`src/rtl/mbr_store_rmw_pkg.sv`:
```
// rtl/mbr_store_rmw_pkg.sv - size codes, state encoding and access checks shared with the load path
package mbr_store_rmw_pkg;

    typedef enum logic [2:0] {
        BIT8    = 3'b000,
        BIT_U8  = 3'b001,
        BIT16   = 3'b010,
        BIT_U16 = 3'b011,
        BIT32   = 3'b100
    } size_e;

    typedef enum logic [1:0] {
        ST_IDLE  = 2'b00,
        ST_READ  = 2'b01,
        ST_WRITE = 2'b10,
        ST_DONE  = 2'b11
    } state_e;

    // Unsupported codes and misaligned halves/words are rejected before any bus traffic.
    function automatic logic access_err(input logic [2:0] size, input logic [1:0] addr_lo);
        case (size)
            BIT8, BIT_U8:   return 1'b0;
            BIT16, BIT_U16: return addr_lo[0];
            BIT32:          return addr_lo != 2'b00;
            default:        return 1'b1;
        endcase
    endfunction

endpackage

```
`src/rtl/mbr_store_rmw_if.sv`:
```
// rtl/mbr_store_rmw_if.sv - word-wide memory bus between the store unit and memory
interface mbr_store_rmw_if;
    logic [31:0] mem_addr;
    logic        mem_rd;
    logic        mem_wr;
    logic [31:0] mem_wdata;
    logic [31:0] mem_rdata;
    logic        mem_ack;

    modport master (
        output mem_addr, mem_rd, mem_wr, mem_wdata,
        input  mem_rdata, mem_ack
    );

    modport slave (
        input  mem_addr, mem_rd, mem_wr, mem_wdata,
        output mem_rdata, mem_ack
    );
endinterface

```
`src/rtl/mbr_store_rmw_store_merge.sv`:
```
// rtl/mbr_store_rmw_store_merge.sv - combinational lane merge of store data into an existing word
module store_merge
    import mbr_store_rmw_pkg::*;
(
    input  logic [31:0] old_word,
    input  logic [31:0] data,
    input  logic [2:0]  size,
    input  logic [1:0]  addr_lo,
    output logic [31:0] merged
);

    always_comb begin
        merged = old_word;
        case (size)
            BIT8, BIT_U8:   merged[{addr_lo, 3'b000} +: 8] = data[7:0];
            BIT16, BIT_U16: begin
                if (addr_lo[1]) merged[31:16] = data[15:0];
                else            merged[15:0]  = data[15:0];
            end
            BIT32:          merged = data;
            default:        merged = old_word;
        endcase
    end

endmodule

```
`src/rtl/mbr_store_rmw.sv`:
```
// rtl/mbr_store_rmw.sv - store unit: byte/half stores by read-modify-write, words written directly
module mbr_store_rmw
    import mbr_store_rmw_pkg::*;
#(
    parameter int TIMEOUT = 15
) (
    input  logic         clk,
    input  logic         reset,
    input  logic         st_req,
    input  logic [31:0]  st_addr,
    input  logic [31:0]  st_data,
    input  logic [2:0]   size,
    output logic         st_busy,
    output logic         st_done,
    output logic         st_err,
    mbr_store_rmw_if.master mem
);

    localparam int CW = (TIMEOUT > 1) ? $clog2(TIMEOUT) : 1;

    state_e      state, state_n;
    logic [31:0] addr_q, wdata_q, data_q, merged;
    logic [2:0]  size_q;
    logic [1:0]  addr_lo_q;
    logic        err_q;
    logic [CW-1:0] wait_cnt;
    logic        timed_out;
    logic        cap_err;

    assign cap_err   = access_err(size, st_addr[1:0]);
    assign timed_out = (TIMEOUT != 0) && (wait_cnt == CW'(TIMEOUT - 1));

    store_merge u_merge (
        .old_word (mem.mem_rdata),
        .data     (data_q),
        .size     (size_q),
        .addr_lo  (addr_lo_q),
        .merged   (merged)
    );

    always_comb begin
        state_n = state;
        case (state)
            ST_IDLE: begin
                if (st_req) begin
                    if (cap_err)              state_n = ST_DONE;
                    else if (size == BIT32)   state_n = ST_WRITE;
                    else                      state_n = ST_READ;
                end
            end
            ST_READ: begin
                if (mem.mem_ack)    state_n = ST_WRITE;
                else if (timed_out) state_n = ST_DONE;
            end
            ST_WRITE: begin
                if (mem.mem_ack || timed_out) state_n = ST_DONE;
            end
            ST_DONE: state_n = ST_IDLE;
            default: state_n = ST_IDLE;
        endcase
    end

    always_ff @(posedge clk) begin
        if (reset) begin
            state     <= ST_IDLE;
            addr_q    <= '0;
            wdata_q   <= '0;
            data_q    <= '0;
            size_q    <= '0;
            addr_lo_q <= '0;
            err_q     <= 1'b0;
            wait_cnt  <= '0;
        end else begin
            state <= state_n;
            case (state)
                ST_IDLE: begin
                    if (st_req) begin
                        addr_q    <= {st_addr[31:2], 2'b00};
                        addr_lo_q <= st_addr[1:0];
                        data_q    <= st_data;
                        size_q    <= size;
                        err_q     <= cap_err;
                        wait_cnt  <= '0;
                        if (!cap_err && size == BIT32) wdata_q <= st_data;
                    end
                end
                ST_READ, ST_WRITE: begin
                    if (mem.mem_ack) begin
                        wait_cnt <= '0;
                        if (state == ST_READ) wdata_q <= merged;
                    end else if (timed_out) begin
                        err_q <= 1'b1;
                    end else begin
                        wait_cnt <= wait_cnt + CW'(1);
                    end
                end
                default: ;
            endcase
        end
    end

    assign st_busy       = state != ST_IDLE;
    assign st_done       = state == ST_DONE;
    assign st_err        = err_q && (state == ST_DONE);
    assign mem.mem_addr  = addr_q;
    assign mem.mem_wdata = wdata_q;
    assign mem.mem_rd    = state == ST_READ;
    assign mem.mem_wr    = state == ST_WRITE;

endmodule

```
`src/flat_wrapper.sv`:
```
// flat-port wrapper written by rule: the top's interface ports become plain ports
module mbr_store_rmw_flat import mbr_store_rmw_pkg::*;
#(
    parameter int TIMEOUT = 15
)
  (clk, reset, st_req, st_addr, st_data, size, st_busy, st_done, st_err, mem_mem_addr, mem_mem_rd, mem_mem_wr, mem_mem_wdata, mem_mem_rdata, mem_mem_ack);
  mbr_store_rmw_if mem_i ();
  input  logic clk;
  input  logic reset;
  input  logic st_req;
  input  logic [31:0] st_addr;
  input  logic [31:0] st_data;
  input  logic [2:0] size;
  output logic st_busy;
  output logic st_done;
  output logic st_err;
  output wire logic [$bits(mem_i.mem_addr)-1:0] mem_mem_addr;
  output wire logic [$bits(mem_i.mem_rd)-1:0] mem_mem_rd;
  output wire logic [$bits(mem_i.mem_wr)-1:0] mem_mem_wr;
  output wire logic [$bits(mem_i.mem_wdata)-1:0] mem_mem_wdata;
  input wire logic [$bits(mem_i.mem_rdata)-1:0] mem_mem_rdata;
  input wire logic [$bits(mem_i.mem_ack)-1:0] mem_mem_ack;
  assign mem_mem_addr = mem_i.mem_addr;
  assign mem_mem_rd = mem_i.mem_rd;
  assign mem_mem_wr = mem_i.mem_wr;
  assign mem_mem_wdata = mem_i.mem_wdata;
  assign mem_i.mem_rdata = mem_mem_rdata;
  assign mem_i.mem_ack = mem_mem_ack;
  mbr_store_rmw #(.TIMEOUT(TIMEOUT)) u_core (.clk(clk), .reset(reset), .st_req(st_req), .st_addr(st_addr), .st_data(st_data), .size(size), .st_busy(st_busy), .st_done(st_done), .st_err(st_err), .mem(mem_i));
endmodule
```
`config.mk`:
```
export PLATFORM = sky130hd
export DESIGN_NAME = mbr_store_rmw_flat
export DESIGN_NICKNAME = d
export VERILOG_FILES = /design/src/rtl/mbr_store_rmw_pkg.sv /design/src/rtl/mbr_store_rmw_if.sv /design/src/rtl/mbr_store_rmw_store_merge.sv /design/src/rtl/mbr_store_rmw.sv /design/src/flat_wrapper.sv
export SDC_FILE = /design/constraint.sdc
export NUM_CORES = 1
export LEC_CHECK = 0
export ABC_AREA = 1
export CAP_MARGIN = 0
export CORE_MARGIN = 4
export CORE_UTILIZATION = 45
export DETAILED_ROUTE_END_ITERATION = 6
export DONT_BUFFER_PORTS = 1
export PLACE_DENSITY = 0.61
export SETUP_SLACK_MARGIN = 0.5
export SYNTH_ARGS = -nofsm -noshare
export SYNTH_HDL_FRONTEND = slang
export SYNTH_SLANG_ARGS = --single-unit
```
`constraint.sdc`:
```
create_clock -name clk -period 2.8 [get_ports clk]
set_input_delay 0.42 -clock clk [delete_from_list [all_inputs] [get_ports clk]]
set_output_delay 0.42 -clock clk [all_outputs]
set_load 0.02 [all_outputs]
```
==> summary.md, run 1 <==
| Metric | Value |
|---|---|
| Hold Fails Final Rpt | 0 |
| Commonest cells after routing, fill and taps aside | 283 x nand2_1, 170 x nor2_1, 128 x inv_1 |
| Max IR drop VDD | 0.805 mV |
| Pwr/cell area | 1120 nW/um^2 |
| Status | finished, final reports clean |
| Reg2reg setup slack | 0.75 ns |
| GPL Wtd Cong | 0.926 |
| Worst EP arrival | 2.33 ns |
| Share of layout cells above drive strength 1 | 4.85% |
| Hold Buf Count CTS | 0 |
| YS warnings | 0 |
| Layout Nets | 1121 |
| Vias | 6034 |
| DRC viols | 0 |
| Fmax | 489 MHz |
| Largest net degree at the start of global routing | 67 |
| Synth area leader | dfxtp_1 |
| Setup Total Neg Slack | 0 ns |
| Synth Cell Area | 6130 um^2 |
| Antenna cells | 0 |
| Worst-skew pair later-pin latency | 0.36 ns |
| CTS Sinks | 106 |
| RSZ-0062 raised after global routing | no |
| FF-to-FF End | u_core.mem.mem_wdata[27] |
| Commonest non-fill, non-tap cell in the layout | nand2_1 |
| Fin util | 49.5% |
| Area grow syn2layout | 7.43% |
| CP Max Fanout | 16 |
| Worst Setup Start Kind | register |
| I/O pin total | 172 |
| CP endpoint kind | register |
| CTS Buf Count | 9 |
| Slew Limit Fails | 0 |
| Die width | 125 um |
| First-pass GRT wire length | 29500 um |
| Vias in the first global route | 5715 |
| Worst-margin pin slew | 0.769 ns |
| CTS tree | yes |
| CP required | 3.08 ns |
| Clk buf depth | 2 |
| Routed WL | 18200 um |
| Seq/Total Area, Yosys | 34.6% |
| Antenna Nets Post-Route | 0 |
| Worst slew margin | 48.7% |
| Number of distinct library cells after synthesis | 25 |
| Post-Synthesis Cells | 1037 |
| Synth top area cells | dfxtp_1 35%, nand2_1 17%, nor2_1 10%, o21ai_0 9.8%, inv_1 8.1% |
| Number of vias per cell | 5.08 |
| Clk_skew | 0.00516 ns |
| Overflow after GRT | 0 |
| Core area | 13300 um^2 |
| Placed insts | 1167 |
| Worst min-delay path class | in2reg |
| Starting density of the core | 46.1% |
| Post-route insts no fill | 1187 |
| WL/cell | 15.4 um |
| Initial antenna violation count | 0 |
| Die Height | 125 um |
| #FFs+latches synth | 106 |
| Worst r2r src | u_core.addr_lo_q[0] |
| Power consumption | 7.39 mW |
| Max Cap Violations | 0 |
| I/O Buffers | 0 |
| Pre-Repair DR Iteration Count | 5 |
| Syn Area/Cell | 5.91 um^2 |
| Fin crit period | 2.05 ns |
| Critical path class | reg2reg |
| Root Buffer | clkbuf_16 |
| 1st-iter DRT viols | 398 |
| Leakage power | 3.26 nW |
| Worst setup margin | 0.755 ns |
| Clk slew on worst S/H paths | 0.07 ns |
| Worst Hold End | u_core.wait_cnt[0] |
| DIE AREA | 15600 um^2 |
| H-tree level count | 3 |
| Post-synth top area share | 34.6% |
| Row cnt | 42 |
| Final setup vio count | 0 |
| Hold Path Stages | 1 |
| Final period utilization | 73.0% |
| GRT Resource Usage Total | 23.0% |
| Hpwl dp | 13300 um |
| Pre-CTS WS | 0.519 ns |
| R2R depth | 10 |
| Min-delay src | reset |
==> metal layers <==
metal,up-vias,wire [um],GRT usage [%]
met1,2632,7970,29.6
met4,0,434,7.16
li1,3144,-,-
met3,31,1580,6.78
met2,227,8250,37.2
met5,-,0,0
==> Yosys cell counts (all sizes together) <==
cell,number
o22ai,6
buf,23
clkbuf,36
ha,12
dfxtp,106
inv,134
a211oi,1
a21oi,74
conb,1
nand3b,1
nand2,287
o211a,1
nor3,2
nor2,173
xor2,2
clkinv,1
o21ai,121
nand3,56
==> through the flow <==
step	instance area, um^2	hold slack, ns
floorplan	6130	0.429
global placement	6220	0.456
detailed placement	6220	0.458
CTS	6530	0.118
global route	6590	0.125
finish	6590	0.132
==> cell type report <==
cell class	instances	area, um^2
Clock inverter	7	77.6
Clock buffer	9	225
Fill cell	1452	6710
Multi-Input combinational cell	738	3270
Inverter	135	518
Sequential cell	106	2120
Tap cell	176	220
Timing Repair Buffer	16	149
==> power by group <==
group          total (mW)  switching, mW  internal (mW)
combinational        3.32           2.26           1.06
sequential           2.76          0.762           2.00
clock                1.31          0.611          0.699
total                7.39           3.63           3.76
==> flip-flops by register name (all words and copies together), names as in the netlist <==
signal	flops
u_core.data_q	32
u_core.addr_lo_q	2
u_core.state	2
u_core.mem.mem_addr	30
u_core.size_q	3
u_core.err_q	1
u_core.wait_cnt	4
u_core.mem.mem_wdata	32
==> cell families after synthesis <==
kind of cell / Yosys count / synth area share [%]
XOR/XNOR: 2 / 0.286
buffers and inverters: 194 / 12.4
flip-flops: 106 / 34.6
other: 1 / 0.0612
AND/OR/NAND/NOR: 519 / 33.3
AO/OA/AOI/OAI: 203 / 16.9
adder cells (fa/ha/maj): 12 / 2.45
==> timing repair <==
| item | 4_1_cts | 5_1_grt |
|---|---|---|
| buffers inserted | 0 | 4 |
| resized for setup | 0 | 7 |
| endpoints found under the setup margin | 0 | 32 |
==> critical path: stages, from the launching register on <==
cell and delay (ns):
dfxtp_2 0.46, clkinvlp_4 0.19, buf_4 0.17, ha_1 0.23, clkinvlp_4 0.20, nand3_1 0.18
o22ai_1 0.20, nand2_1 0.09, nand2_1 0.07, nand2_1 0.06, a21oi_1 0.13
==> worst max path at each step <==
stage                                   start                       end  slack (ns)  cells after the start
after floorplan           u_core.addr_lo_q[0]  u_core.mem.mem_wdata[10]        0.81                     11
after global placement    u_core.addr_lo_q[0]  u_core.mem.mem_wdata[18]        0.59                      8
after detailed placement  u_core.addr_lo_q[0]  u_core.mem.mem_wdata[14]        0.52                      8
after CTS                 u_core.addr_lo_q[0]  u_core.mem.mem_wdata[14]        0.51                      8
after global routing          u_core.state[0]  u_core.mem.mem_wdata[17]        0.55                     10
final                     u_core.addr_lo_q[0]  u_core.mem.mem_wdata[27]        0.75                     10
No activity file was read; power rests on OpenSTA's default activity.
==> inputs of run 2 (changes only) <==
==> constraint.sdc (replaced) <==
create_clock -name clk -period 2 [get_ports clk]
set_input_delay 0.3 -clock clk [delete_from_list [all_inputs] [get_ports clk]]
set_output_delay 0.3 -clock clk [all_outputs]
set_load 0.02 [all_outputs]
==> run 2 against run 1 <==
  * Clock power grew 47%
  * Final cell count grew 1.9%
  * Utilization grew 5.7 points
  * Hold slack lost 0.051 ns
  * Wire length grew 11%
  * Critical endpoint is now u_core.mem.mem_wdata[29]
==> summary.md, run 2 (synthesized netlist as in run 1, its figures left out) <==
| Metric | Value |
|---|---|
| Status | finished, final reports clean |
| Clock power share | 14.9% (-2.8 points) |
| Min-delay src | st_data[28] |
| Final period utilization | 87.3% (+14 points) |
| Pint | 6.56 mW (+75%) |
| Antenna Nets Post-Route | 0 (unchanged) |
| Max IR drop VDD | 1.03 mV (+28%) |
| Leakage power | 3.48 nW (+6.9%) |
| Final setup vio count | 0 (unchanged) |
| Fin util | 55.2% (+5.7 points) |
| Row cnt | 42 (unchanged) |
| Hold Path Stages | 2 (+1) |
| I/O pin total | 172 (unchanged) |
| Die Height | 125 um (unchanged) |
| DP Area | 6360 um^2 (+2.3%) |
| First-pass GRT wire length | 30800 um (+4.3%) |
| Max stage delay cell, worst path | dfxtp_4 |
| DR WL met3 | 2010 um (+27%) |
| Largest net degree at the start of global routing | 105 (+57%) |
| Slew Limit Fails | 0 (unchanged) |
| Clk buf depth | 2 (unchanged) |
| Core area | 13300 um^2 (unchanged) |
| RSZ-0062 raised after global routing | yes |
| CTS Sinks | 106 (unchanged) |
| CTS tree | yes |
| Vias | 6279 (+4.1%) |
| Routed WL | 20200 um (+11%) |
| Hpwl dp | 12800 um (-3.8%) |
| Part of the power in registers | 29.8% (-7.5 points) |
| Number of vias per cell | 5.19 (+2.1%) |
| Worst EP arrival | 2.04 ns (-0.29 ns) |
| CP required | 2.30 ns (-0.78 ns) |
| DIE AREA | 15600 um^2 (unchanged) |
| Switching Share | 49.1% (-0.12 points) |
| Pwr/cell area | 1760 nW/um^2 (+56%) |
| Vias in the first global route | 5781 (+1.2%) |
| Pre-CTS WS | 0.279 ns (-0.240 ns) |
| Top sig layer | met4 |
| Placed insts | 1174 (+0.60%) |
| Worst Hold End | u_core.data_q[28] |
| Clk slew on worst S/H paths | 0.08 ns (about the same) |
| Max Cap Violations | 0 (unchanged) |
| Layout Nets | 1144 (+2.1%) |
| Worst setup margin | 0.253 ns (-0.501 ns) |
| GRT Resource Usage Total | 24.3% (+1.3 points) |
| Worst-skew pair later-pin latency | 0.36 ns (about the same) |
| Root Buffer | clkbuf_16 |
| WP buf/inv | 5 (+2) |
| Worst Setup Start Kind | register |
| Worst min-delay path class | in2reg |
| CP endpoint kind | register |
| Share of layout cells above drive strength 1 | 13.7% (+8.9 points) |
| DRC viols | 0 (unchanged) |
| Commonest cells after routing, fill and taps aside | 278 x nand2_1, 140 x nor2_1, 122 x inv_1 |
| 1st-iter DRT viols | 503 (+26%) |
| Fin crit period | 1.75 ns (-0.299 ns) |
| H-tree level count | 3 (unchanged) |
| Reg2reg setup slack | 0.25 ns (-0.50 ns) |
| I/O Buffers | 0 (unchanged) |
| Hold Fails Final Rpt | 0 (unchanged) |
| Cell area after layout | 7340 um^2 (+11%) |
| Fmax | 573 MHz (+17%) |
| Die width | 125 um (unchanged) |
| Starting density of the core | 46.1% (unchanged) |
| Worst r2r src | u_core.state[1] |
| FF-to-FF End | u_core.mem.mem_wdata[29] |
| Critical path class | reg2reg |
| WL met2 | 9410 um (+14%) |
| Crit-path max cell delay | 0.36 ns (-0.10 ns) |
| CTS Buf Count | 9 (unchanged) |
| Combinational power share | 55.3% (+10 points) |
| Commonest non-fill, non-tap cell in the layout | nand2_1 |
| CP Max Fanout | 8 (-8) |
| R2R depth | 12 (+2) |
| Critical path, cell by cell | inv_4 > ha_4 > inv_4 > nor2_4 > nor3_2 > nand2_2 > buf_6 > buf_12 > buf_16 > nand2_2 > nand2_1 > a21oi_1 |
| M1 WL | 8320 um (+4.4%) |
| Initial antenna violation count | 0 (unchanged) |
| Antenna cells | 0 (unchanged) |
| Net switching power | 6.32 mW (+74%) |
| Setup Total Neg Slack | 0 ns (unchanged) |
| Pre-Repair DR Iteration Count | 5 (unchanged) |
| Overflow after GRT | 0 (unchanged) |
| Clk_skew | 0.0101 ns (+0.00495 ns) |
| GPL Wtd Cong | 0.862 (-7.0%) |
| Cell family with most CP delay | buffers and inverters |
| WL/cell | 16.7 um (+8.9%) |
| Area grow syn2layout | 19.8% |
| Post-route insts no fill | 1210 (+1.9%) |
==> run 2: cell types whose count changed in the layout (fill, tap and decap cells not counted), sizes merged <==
cell and change:
buf +20, clkbuf +2, clkinv +2, clkinvlp -7, dlygate4sd3 +1, inv +5
==> run 2: power groups by stage <==
stage	Clock [mW]	Sequential (mW)	Combinational, mW
after floorplan	0	3.69	4.09
after global placement	0	3.91	4.85
after detailed placement	0	3.90	4.89
after CTS	1.95	3.86	6.24
after global routing	2.04	3.94	7.86
final	1.92	3.85	7.12
==> run 2: layer usage <==
metal | track usage [%] | vias up
li1 | - | 3208
met1 | 29.7 | 2809
met2 | 38.7 | 229
met3 | 9.69 | 33
met4 | 8.58 | 0
met5 | 0 | -
==> run 2: layout make-up <==
class	count	area (um^2)
multi-input combinational	738	3630
fill	1352	5950
inverter	135	523
tap	176	220
timing repair buffer	39	519
clock buffer	9	225
clock inverter	7	97.6
sequential	106	2130
==> run 2: worst max path at each step <==
| stage | startpoint | endpoint | slack [ns] | cells past startpoint |
|---|---|---|---|---|
| floorplan | u_core.addr_lo_q[0] | u_core.mem.mem_wdata[10] | 0.41 | 11 |
| global placement | u_core.state[1] | u_core.mem.mem_wdata[14] | 0.32 | 10 |
| detailed placement | u_core.state[1] | u_core.mem.mem_wdata[14] | 0.28 | 10 |
| CTS | u_core.state[1] | u_core.mem.mem_wdata[20] | 0.27 | 10 |
| global route | u_core.state[1] | u_core.mem.mem_wdata[2] | 0.17 | 12 |
| finish | u_core.state[1] | u_core.mem.mem_wdata[29] | 0.25 | 12 |
==> run 2: what timing repair did <==
| item | CTS | global route |
|---|---|---|
| endpoints found under the hold margin | 1 | 0 |
| cloned | 6 | 2 |
| gates resized for setup | 48 | 53 |
| pin swaps | 7 | 8 |
| hold buffers | 1 | 0 |
| buffers inserted | 6 | 5 |
| setup endpoints to repair | 37 | 61 |
==> run 2: metrics by stage <==
stage               hold WS [ns]  total power, mW
floorplan                  0.378             7.78
global placement           0.380             8.75
detailed placement         0.384             8.79
CTS                       0.0744             12.1
global route              0.0804             13.8
finish                    0.0802             12.9
==> inputs of run 3 (changes only) <==
--- a/config.mk
+++ b/config.mk
@@ -6,13 +6,14 @@
 export NUM_CORES = 1
 export LEC_CHECK = 0
 export ABC_AREA = 1
+export BUFFER_PORTS_ARGS = -buffer_cell sky130_fd_sc_hd__buf_2
 export CAP_MARGIN = 0
 export CORE_MARGIN = 4
 export CORE_UTILIZATION = 45
 export DETAILED_ROUTE_END_ITERATION = 6
-export DONT_BUFFER_PORTS = 1
-export PLACE_DENSITY = 0.61
+export PLACE_DENSITY = 0.71
 export SETUP_SLACK_MARGIN = 0.5
 export SYNTH_ARGS = -nofsm -noshare
 export SYNTH_HDL_FRONTEND = slang
 export SYNTH_SLANG_ARGS = --single-unit
+export TNS_END_PERCENT = 5
==> run 3 against run 2 <==
  * Final area is 5.7% higher
  * Clock-buffer cell count grew 2
  * Critical path depth fell by 3
  * Critical endpoint is now u_core.mem.mem_wdata[21]
==> summary.md, run 3 (synthesized netlist as in run 1, its figures left out) <==
| Metric | Value |
|---|---|
| Worst Setup Start Kind | register |
| Status | finished, final reports clean |
| Max stage delay cell, worst path | dfxtp_2 |
| DRC viols | 0 (unchanged) |
| Antenna Nets Post-Route | 0 (unchanged) |
| H-tree level count | 3 (unchanged) |
| Die width | 125 um (unchanged) |
| CTS Sinks | 106 (unchanged) |
| CP endpoint kind | register |
| Leakage power | 4.13 nW (+19%) |
| CTS tree | yes |
| Clk_skew | 0.00944 ns (-0.000672 ns) |
| Hpwl dp | 13500 um (+5.5%) |
| Worst-skew pair later-pin latency | 0.36 ns (about the same) |
| Number of vias per cell | 5.03 (-3.1%) |
| Clk slew on worst S/H paths | 0.07 ns (about the same) |
| Fin util | 58.4% (+3.1 points) |
| Max IR drop VDD | 0.723 mV (-30%) |
| 1st-iter DRT viols | 570 (+13%) |
| Starting density of the core | 46.1% (unchanged) |
| Routed WL | 19100 um (-5.6%) |
| Share of layout cells above drive strength 1 | 21.7% (+8.0 points) |
| Area grow syn2layout | 26.6% |
| CP Max Fanout | 30 (+22) |
| Final period utilization | 83.3% (-4.0 points) |
| I/O Buffers | 169 (+169) |
| Commonest non-fill, non-tap cell in the layout | nand2_1 |
| Antenna cells | 0 (unchanged) |
| Final setup vio count | 0 (unchanged) |
| Core area | 13300 um^2 (unchanged) |
| Fmax | 600 MHz (+4.8%) |
| Root Buffer | clkbuf_16 |
| Worst EP arrival | 1.92 ns (-0.12 ns) |
| WL/cell | 13.9 um (-17%) |
| Max Cap Violations | 0 (unchanged) |
| Worst min-delay path class | in2reg |
| Largest net degree at the start of global routing | 105 (unchanged) |
| Pre-Repair DR Iteration Count | 5 (unchanged) |
| Pwr/cell area | 1510 nW/um^2 (-14%) |
| Fin crit period | 1.67 ns (-0.0799 ns) |
| CP required | 2.25 ns (-0.05 ns) |
| Crit-path most repeated cell | inv_4 |
| Row cnt | 42 (unchanged) |
| Crit-path max cell delay | 0.36 ns (about the same) |
| RSZ-0062 raised after global routing | yes |
| Vias in the first global route | 6189 (+7.1%) |
| Hold Fails Final Rpt | 0 (unchanged) |
| Clk buf depth | 2 (unchanged) |
| Slew Limit Fails | 0 (unchanged) |
| First-pass GRT wire length | 29700 um (-3.8%) |
| Overflow after GRT | 0 (unchanged) |
| Critical path class | reg2reg |
| GRT Resource Usage Total | 22.9% (-1.4 points) |
| DIE AREA | 15600 um^2 (unchanged) |
| Critical path, cell by cell | inv_4 > ha_4 > inv_4 > nor2_4 > nor3_4 > nand2_4 > buf_12 > nor2_1 > a21oi_2 |
| Cell family with most CP delay | simple AND/OR/NAND/NOR gates |
| CTS Buf Count | 9 (unchanged) |
| I/O pin total | 172 (unchanged) |
| Filler cells | 1344 (-0.59%) |
| GPL Wtd Cong | 0.912 (+5.8%) |
| Commonest cells after routing, fill and taps aside | 281 x nand2_1, 169 x buf_2, 167 x nor2_1 |
| Layout Nets | 1304 (+14%) |
| Initial antenna violation count | 1 (+1) |
| Die Height | 125 um (unchanged) |
| WP buf/inv | 3 (-2) |
| Vias | 6888 (+9.7%) |
| Setup Total Neg Slack | 0 ns (unchanged) |
run 3: changes by cell type in the layout (fill, tap and decap cells not counted), moves of 5 or more:
cell     change
a21oi_2     -10
nand2_2      -5
buf_2      +169
a21oi_1     +10
nor2_4      -24
nor2_1      +27
buf_16       -7
run 3: worst paths after layout:
kind	endpoint	startpoint	slack [ns]	cells past startpoint
setup / recovery	u_core.mem.mem_wdata[21]	u_core.state[0]	0.33	9
hold / removal	u_core.wait_cnt[0]	reset	0.12	2
setup reg to reg	u_core.mem.mem_wdata[21]	u_core.state[0]	0.33	9
hold reg to reg	u_core.size_q[0]	u_core.size_q[0]	0.47	2
run 3: routing by layer:
metal / track usage, % / vias to the layer above / wire length, um
met5: 0 / - / 8
met1: 29.3 / 3031 / 8240
met3: 6.22 / 43 / 1740
met2: 36.4 / 297 / 8570
li1: - / 3515 / -
met4: 9.54 / 2 / 548
run 3: worst reg2reg max path, cell delays in order (launching register included):
cell     delay (ns)
dfxtp_2        0.36
inv_4          0.05
ha_4           0.25
inv_4          0.07
nor2_4         0.04
nor3_4         0.21
nand2_4        0.16
buf_12         0.20
nor2_1         0.16
a21oi_2        0.07
run 3: timing repair:
item / 4_1_cts / 5_1_grt
pin swaps: 2 / 1
hold buffers: 0 / 0
gates resized for setup: 12 / 25
cloned: 0 / 4
endpoints found under the setup margin: 99 / 100
buffers inserted: 2 / 6
run 3: per-stage QoR:
step / worst slack (ns) / instance area (um^2) / hold slack, ns / power (mW) / instances
5_1_grt: 0.203 / 7760 / 0.129 / 12.8 / 1370
6_report: 0.333 / 7760 / 0.119 / 11.7 / 1370
2_1_floorplan: 0.408 / 6270 / 0.378 / 7.68 / 1038
3_3_place_gp: 0.275 / 7190 / 0.456 / 9.08 / 1342
4_1_cts: 0.356 / 7540 / 0.111 / 11.1 / 1360
3_5_place_dp: 0.203 / 7190 / 0.462 / 9.16 / 1342
run 3: layout make-up:
type / count / area [um^2] / share of cell area [%]
Clock buffer: 11 / 233 / 3.00
Timing Repair Buffer: 199 / 1180 / 15.2
Multi-Input combinational cell: 738 / 3410 / 44.0
Tap cell: 176 / 220 / 2.84
Clock inverter: 5 / 62.6 / 0.806
Inverter: 135 / 518 / 6.68
Sequential cell: 106 / 2130 / 27.5
run 3: power by group:
| part | internal (mW) | total [mW] | switching [mW] |
|---|---|---|---|
| clock | 0.980 | 1.82 | 0.837 |
| combinational | 2.39 | 6.67 | 4.28 |
| sequential | 2.80 | 3.26 | 0.453 |
| total | 6.18 | 11.7 | 5.57 |
